**config.mk**
```make
export PLATFORM = sky130hd
export DESIGN_NAME = dot4_relu_pe
export DESIGN_NICKNAME = d
export VERILOG_FILES = /design/src/rtl/pe_pkg.sv /design/src/rtl/MUX2x1.sv /design/src/rtl/adder.sv /design/src/rtl/multiplier.sv /design/src/rtl/registerBlock.sv /design/src/rtl/dot4_relu_pe.sv
export SDC_FILE = /design/constraint.sdc
export NUM_CORES = 1
export LEC_CHECK = 0
export BUFFER_PORTS_ARGS = -buffer_cell sky130_fd_sc_hd__buf_2
export CORE_MARGIN = 3
export CORE_UTILIZATION = 40
export DETAILED_ROUTE_END_ITERATION = 8
export PLACE_DENSITY = 0.56
export SYNTH_ARGS = -nofsm -noshare
export SYNTH_HDL_FRONTEND = slang
export SYNTH_SLANG_ARGS = --single-unit
```
**constraint.sdc**
```tcl
create_clock -name clk -period 12.3 [get_ports clk]
set_clock_uncertainty 0.1 [all_clocks]
set_input_delay 3.69 -clock clk [delete_from_list [all_inputs] [get_ports clk]]
set_output_delay 3.69 -clock clk [all_outputs]
set_load 0.02 [all_outputs]
```
**src/rtl/pe_pkg.sv**
```systemverilog
// Shared constants for the dot4_relu_pe datapath.
//   DW      activation / weight / result width
//   PW      full-precision product width
//   SW      exact sum-of-four-products width
//   OUT_LSB / OUT_MSB  slice of the sum presented on the result
package pe_pkg;
  localparam int unsigned DW      = 5;
  localparam int unsigned PW      = 10;
  localparam int unsigned SW      = 12;
  localparam int unsigned OUT_LSB = 3;
  localparam int unsigned OUT_MSB = 6;
endpackage

```
**src/rtl/MUX2x1.sv**
```systemverilog
// Two-input multiplexer of width W.
//   in0  selected when sel = 0
//   in1  selected when sel = 1
//   out  selected input
module MUX2x1 #(
  parameter int unsigned W = 5
) (
  input  logic [W-1:0] in0,
  input  logic [W-1:0] in1,
  input  logic         sel,
  output logic [W-1:0] out
);

  assign out = sel ? in1 : in0;

endmodule

```
**src/rtl/adder.sv**
```systemverilog
// Signed adder with one bit of growth so the sum can never overflow.
//   a, b  signed W-bit operands
//   s     signed (W+1)-bit sum
module adder #(
  parameter int unsigned W = 10
) (
  input  logic [W-1:0] a,
  input  logic [W-1:0] b,
  output logic [W:0]   s
);

  assign s = {a[W-1], a} + {b[W-1], b};

endmodule

```
**src/rtl/multiplier.sv**
```systemverilog
// Combinational signed DW x DW -> PW multiplier, full precision.
//   A, B  signed operands
//   out   signed product
module multiplier
  import pe_pkg::*;
(
  input  logic signed [DW-1:0] A,
  input  logic signed [DW-1:0] B,
  output logic signed [PW-1:0] out
);

  // Both operands are signed, so they are sign-extended to PW before the multiply.
  assign out = A * B;

endmodule

```
**src/rtl/registerBlock.sv**
```systemverilog
// Bank of WORDS registers of width W with a common load enable.
//   clk    rising-edge clock
//   rst_n  asynchronous active-low clear of every word
//   en     load all words from d when high, hold otherwise
//   d      next values
//   q      stored values
module registerBlock #(
  parameter int unsigned WORDS = 4,
  parameter int unsigned W     = 10
) (
  input  logic                      clk,
  input  logic                      rst_n,
  input  logic                      en,
  input  logic [WORDS-1:0][W-1:0]   d,
  output logic [WORDS-1:0][W-1:0]   q
);

  logic [WORDS-1:0][W-1:0] words_q;

  always_ff @(posedge clk or negedge rst_n) begin
    if (!rst_n) begin
      words_q <= '0;
    end else if (en) begin
      words_q <= d;
    end
  end

  assign q = words_q;

endmodule

```
**src/rtl/dot4_relu_pe.sv**
```systemverilog
// Four-pair signed dot product with a registered product stage and a
// ReLU-gated, rescaled 5-bit output.
//   clk        rising-edge clock
//   rst        asynchronous active-low reset, clears the product registers
//   enReg      product-register load enable
//   A1..A4     signed activations
//   W1..W4     signed weights
//   result     0 for a negative sum, else {0, sum[OUT_MSB:OUT_LSB]}
module dot4_relu_pe
  import pe_pkg::*;
#(
  parameter int unsigned DW_P = DW
) (
  input  logic            clk,
  input  logic            rst,
  input  logic            enReg,
  input  logic [DW_P-1:0] A1,
  input  logic [DW_P-1:0] A2,
  input  logic [DW_P-1:0] A3,
  input  logic [DW_P-1:0] A4,
  input  logic [DW_P-1:0] W1,
  input  logic [DW_P-1:0] W2,
  input  logic [DW_P-1:0] W3,
  input  logic [DW_P-1:0] W4,
  output logic [DW_P-1:0] result
);

  logic [3:0][PW-1:0] prod_d;
  logic [3:0][PW-1:0] prod_q;
  logic [PW:0]        s12;
  logic [PW:0]        s34;
  logic [SW-1:0]      sum;
  logic               sign;
  logic               sum_unused;

  multiplier u_mul1 (.A(A1), .B(W1), .out(prod_d[0]));
  multiplier u_mul2 (.A(A2), .B(W2), .out(prod_d[1]));
  multiplier u_mul3 (.A(A3), .B(W3), .out(prod_d[2]));
  multiplier u_mul4 (.A(A4), .B(W4), .out(prod_d[3]));

  registerBlock #(.WORDS(4), .W(PW)) u_prod_regs (
    .clk  (clk),
    .rst_n(rst),
    .en   (enReg),
    .d    (prod_d),
    .q    (prod_q)
  );

  adder #(.W(PW))   u_add12 (.a(prod_q[0]), .b(prod_q[1]), .s(s12));
  adder #(.W(PW))   u_add34 (.a(prod_q[2]), .b(prod_q[3]), .s(s34));
  adder #(.W(PW+1)) u_addt  (.a(s12),       .b(s34),       .s(sum));

  assign sign = sum[SW-1];

  // Non-negative sums beyond the output slice wrap: the high bits are dropped.
  assign sum_unused = ^{sum[SW-2:OUT_MSB+1], sum[OUT_LSB-1:0]};

  MUX2x1 #(.W(DW_P)) u_relu (
    .in0(DW_P'({sign, sum[OUT_MSB:OUT_LSB]})),
    .in1('0),
    .sel(sign),
    .out(result)
  );

endmodule

```
==> reports/qor.yml <==
floorplan:
  die_height_um: 130
  core_area_um2: 14800
  die_area_um2: 16900
  die_w_um: 130
  rows: 44
  start_util: 0.416
  io_pins: 48
timing:
  slew_viol_final: 0
  relSlewSlack: 0.371
  period_share: 0.571
  post-route-min-period_ns: 7.03
  rsz0062_at_grt: "no"
  fin_setup_tns_ns: 0
  worst_slew_pin_slew_ns: 0.944
  hold_ws_ns: 0.434
  final_hold_viol_count: 0
  setup_viol_count_final: 0
  clock.fmax_mhz: 142
synthesis:
  syn_area_um2: 6140
  synth-compound-area-share: 0.0862
  async_flop_share: 1.00
  ys.flop_type: "dfrtp_1"
  ys_seq_area_frac: 0.163
  yosys.area_share.xor_xnor: 0.0568
  syn_area_per_cell_um2: 9.23
  syn_nets: 865
  synth_common_cells: "inv_1 (164), fa_1 (88), ha_1 (69), and2_1 (64), dfrtp_1 (40)"
  synth_edf_count: 0
  synth_top_cells_by_area: "fa_1 (29%), dfrtp_1 (16%), ha_1 (14%)"
  synthMostInstantiatedCell: "inv_1"
  ys_ff_latch: 40
  synth_top_area_frac: 0.287
  synthAdderAreaFrac: 0.427
  yosysTopAreaCell: "fa_1"
  synth_cell_type_count: 46
  synthSimpleGateAreaFrac: 0.138
  yosys-mux-area-fraction: 0.0196
  synth_cells: 665
  yosys_warnings: 0
  synth_top_family_by_area: "adder cells"
place:
  portBuffers: 46
  dp_hpwl_um: 9820
  gp_congestion: 0.809
  placed_cell_area_um2: 6560
drt:
  drt_iter0_drc: 131
  wirelength_um: 11300
  ant_nets: 0
  vias: 4287
  drt-pass1-iter-count: 4
  drc: 0
  detail_route.vias_per_cell: 4.80
  wl_per_cell_um: 12.6
pwr:
  max-vdd-ir-drop_v: 0.000220
  p_leak_nw: 3.46
  p_per_area_nw_per_um2: 249
critical_path:
  crit_fanout: 4
  rr_startpoint: "u_prod_regs.q[18]$_DFFE_PN0P_"
  cpPeakStageDelay_ns: 0.52
  critPathSlowestCell: "fa_1"
  worstSetupEndpointType: "primary output"
  required_ns: 8.51
  cp.arrival_ns: 3.24
  crit_buf_inv: 3
  crit_path_start_kind: "flop"
  crit_type: "reg2out"
  crit_start: "u_prod_regs.q[14]$_DFFE_PN0P_"
  path_cells: "inv_1, fa_1, fa_1, inv_1, ha_1, or3_1, o221a_4, a211oi_2, xor2_1, nor2_1, buf_2"
  path_delay_family: "adder cells"
job:
  drv_cap: 0
hold_path:
  hp-class: "reg2reg"
  min_from: "u_prod_regs.q[26]$_DFFE_PN0P_"
cts:
  ctsResizeCount: 0
  ctsHoldBuffers: 0
  cts_buffer_depth: 2
  cts_setup_buffers: 0
  clk_pin_slew_ns: 0.06
  cts_tree: "built"
  cts_sinks: 40
  htreeDepth: 2
  insertion_delay_ns: 0.28
  clock-root-buffer: "clkbuf_16"
  cts_buffers: 5
layout:
  area_growth_pct: 9.76
  final_cell_area_um2: 6740
  nNetsFinal: 909
  largest_reg_flops: 40
  diodes: 0
  drive_above_1_share: 0.0944
grt:
  grt_max_degree: 75
  grt_usage: 0.145
  antenna_found_initial: 0
  grt_pass1_wl_um: 20100
  first_global_vias: 4438
  grt.overflow.total: 0
run_status:
  status: "completed"
-- metrics by stage --
stage	setup WS, ns	power (mW)	instances	util
after global routing	5.12	1.89	894	0.457
after global placement	5.13	1.52	886	0.445
final	5.27	1.68	894	0.457
after CTS	5.23	1.72	894	0.457
after floorplan	5.37	1.24	665	-
after detailed placement	5.09	1.55	886	0.445
-- worst register-to-register path: stages, from the launching register on --
cell and delay [ns]:
dfrtp_1 0.36, inv_1 0.11, o211ai_1 0.10, or3_1 0.32
-- worst paths after layout --
kind                                                       to  slack [ns]  depth (start not counted)
worst min register to register  u_prod_regs.q[26]$_DFFE_PN0P_        0.43                          2
worst max register to register  u_prod_regs.q[18]$_DFFE_PN0P_       11.19                          3
worst max-delay path                                result[1]        5.27                         11
min in group asynchronous       u_prod_regs.q[33]$_DFFE_PN0P_        3.44                          1
worst min-delay path            u_prod_regs.q[26]$_DFFE_PN0P_        0.43                          2
max in group asynchronous       u_prod_regs.q[34]$_DFFE_PN0P_        8.06                          1
-- layout make-up --
cell class	instances	area (µm²)
inverter	165	619
sequential	40	1000
clock inverter	2	38.8
fill	1448	8010
tap	184	230
timing repair buffer	47	238
multi-input combinational	450	4470
clock buffer	6	139
-- report_power, final --
group | switching (mW) | leakage [nW] | internal, mW
sequential | 0.0235 | 0.482 | 0.179
combinational | 0.746 | 2.89 | 0.576
clock | 0.0538 | 0.0871 | 0.102
total | 0.823 | 3.46 | 0.857
-- cell usage in the layout (no fill, tap or decap), types with 4 or more instances in the layout --
cell type | synthesis | routed
a21o_1 | 10 | 10
a21oi_1 | 16 | 16
and2_1 | 64 | 64
buf_2 | 4 | 46
clkbuf_16 | 0 | 5
dfrtp_1 | 40 | 40
fa_1 | 88 | 88
ha_1 | 69 | 69
inv_1 | 164 | 164
mux2_2 | 5 | 5
nand2_1 | 35 | 35
nand2b_1 | 4 | 4
nand3_1 | 8 | 8
nor2_1 | 22 | 22
nor2b_1 | 6 | 6
o211ai_1 | 4 | 4
o21a_1 | 4 | 4
o21ai_0 | 5 | 5
o21ai_1 | 25 | 25
o21bai_1 | 4 | 4
o22ai_1 | 4 | 4
or3_1 | 6 | 6
xnor2_1 | 30 | 30
xor2_1 | 8 | 8
-- layer usage --
metal	vias to the layer above	global-route usage	wire, µm
met5	-	0	0
met4	0	0.0293	114
met3	8	0.0139	245
met2	41	0.251	5690
met1	2103	0.199	5250
li1	2135	-	-
-- cell families after synthesis --
group | count (synthesis)
AOI/OAI and AO/OA | 84
xor gates and xnor gates | 39
other | 1
buffers and inverters | 175
muxes | 11
and+or+nand+nor | 158
adders and majority gates | 157
DFF | 40
(Power assumes the default switching activity.)
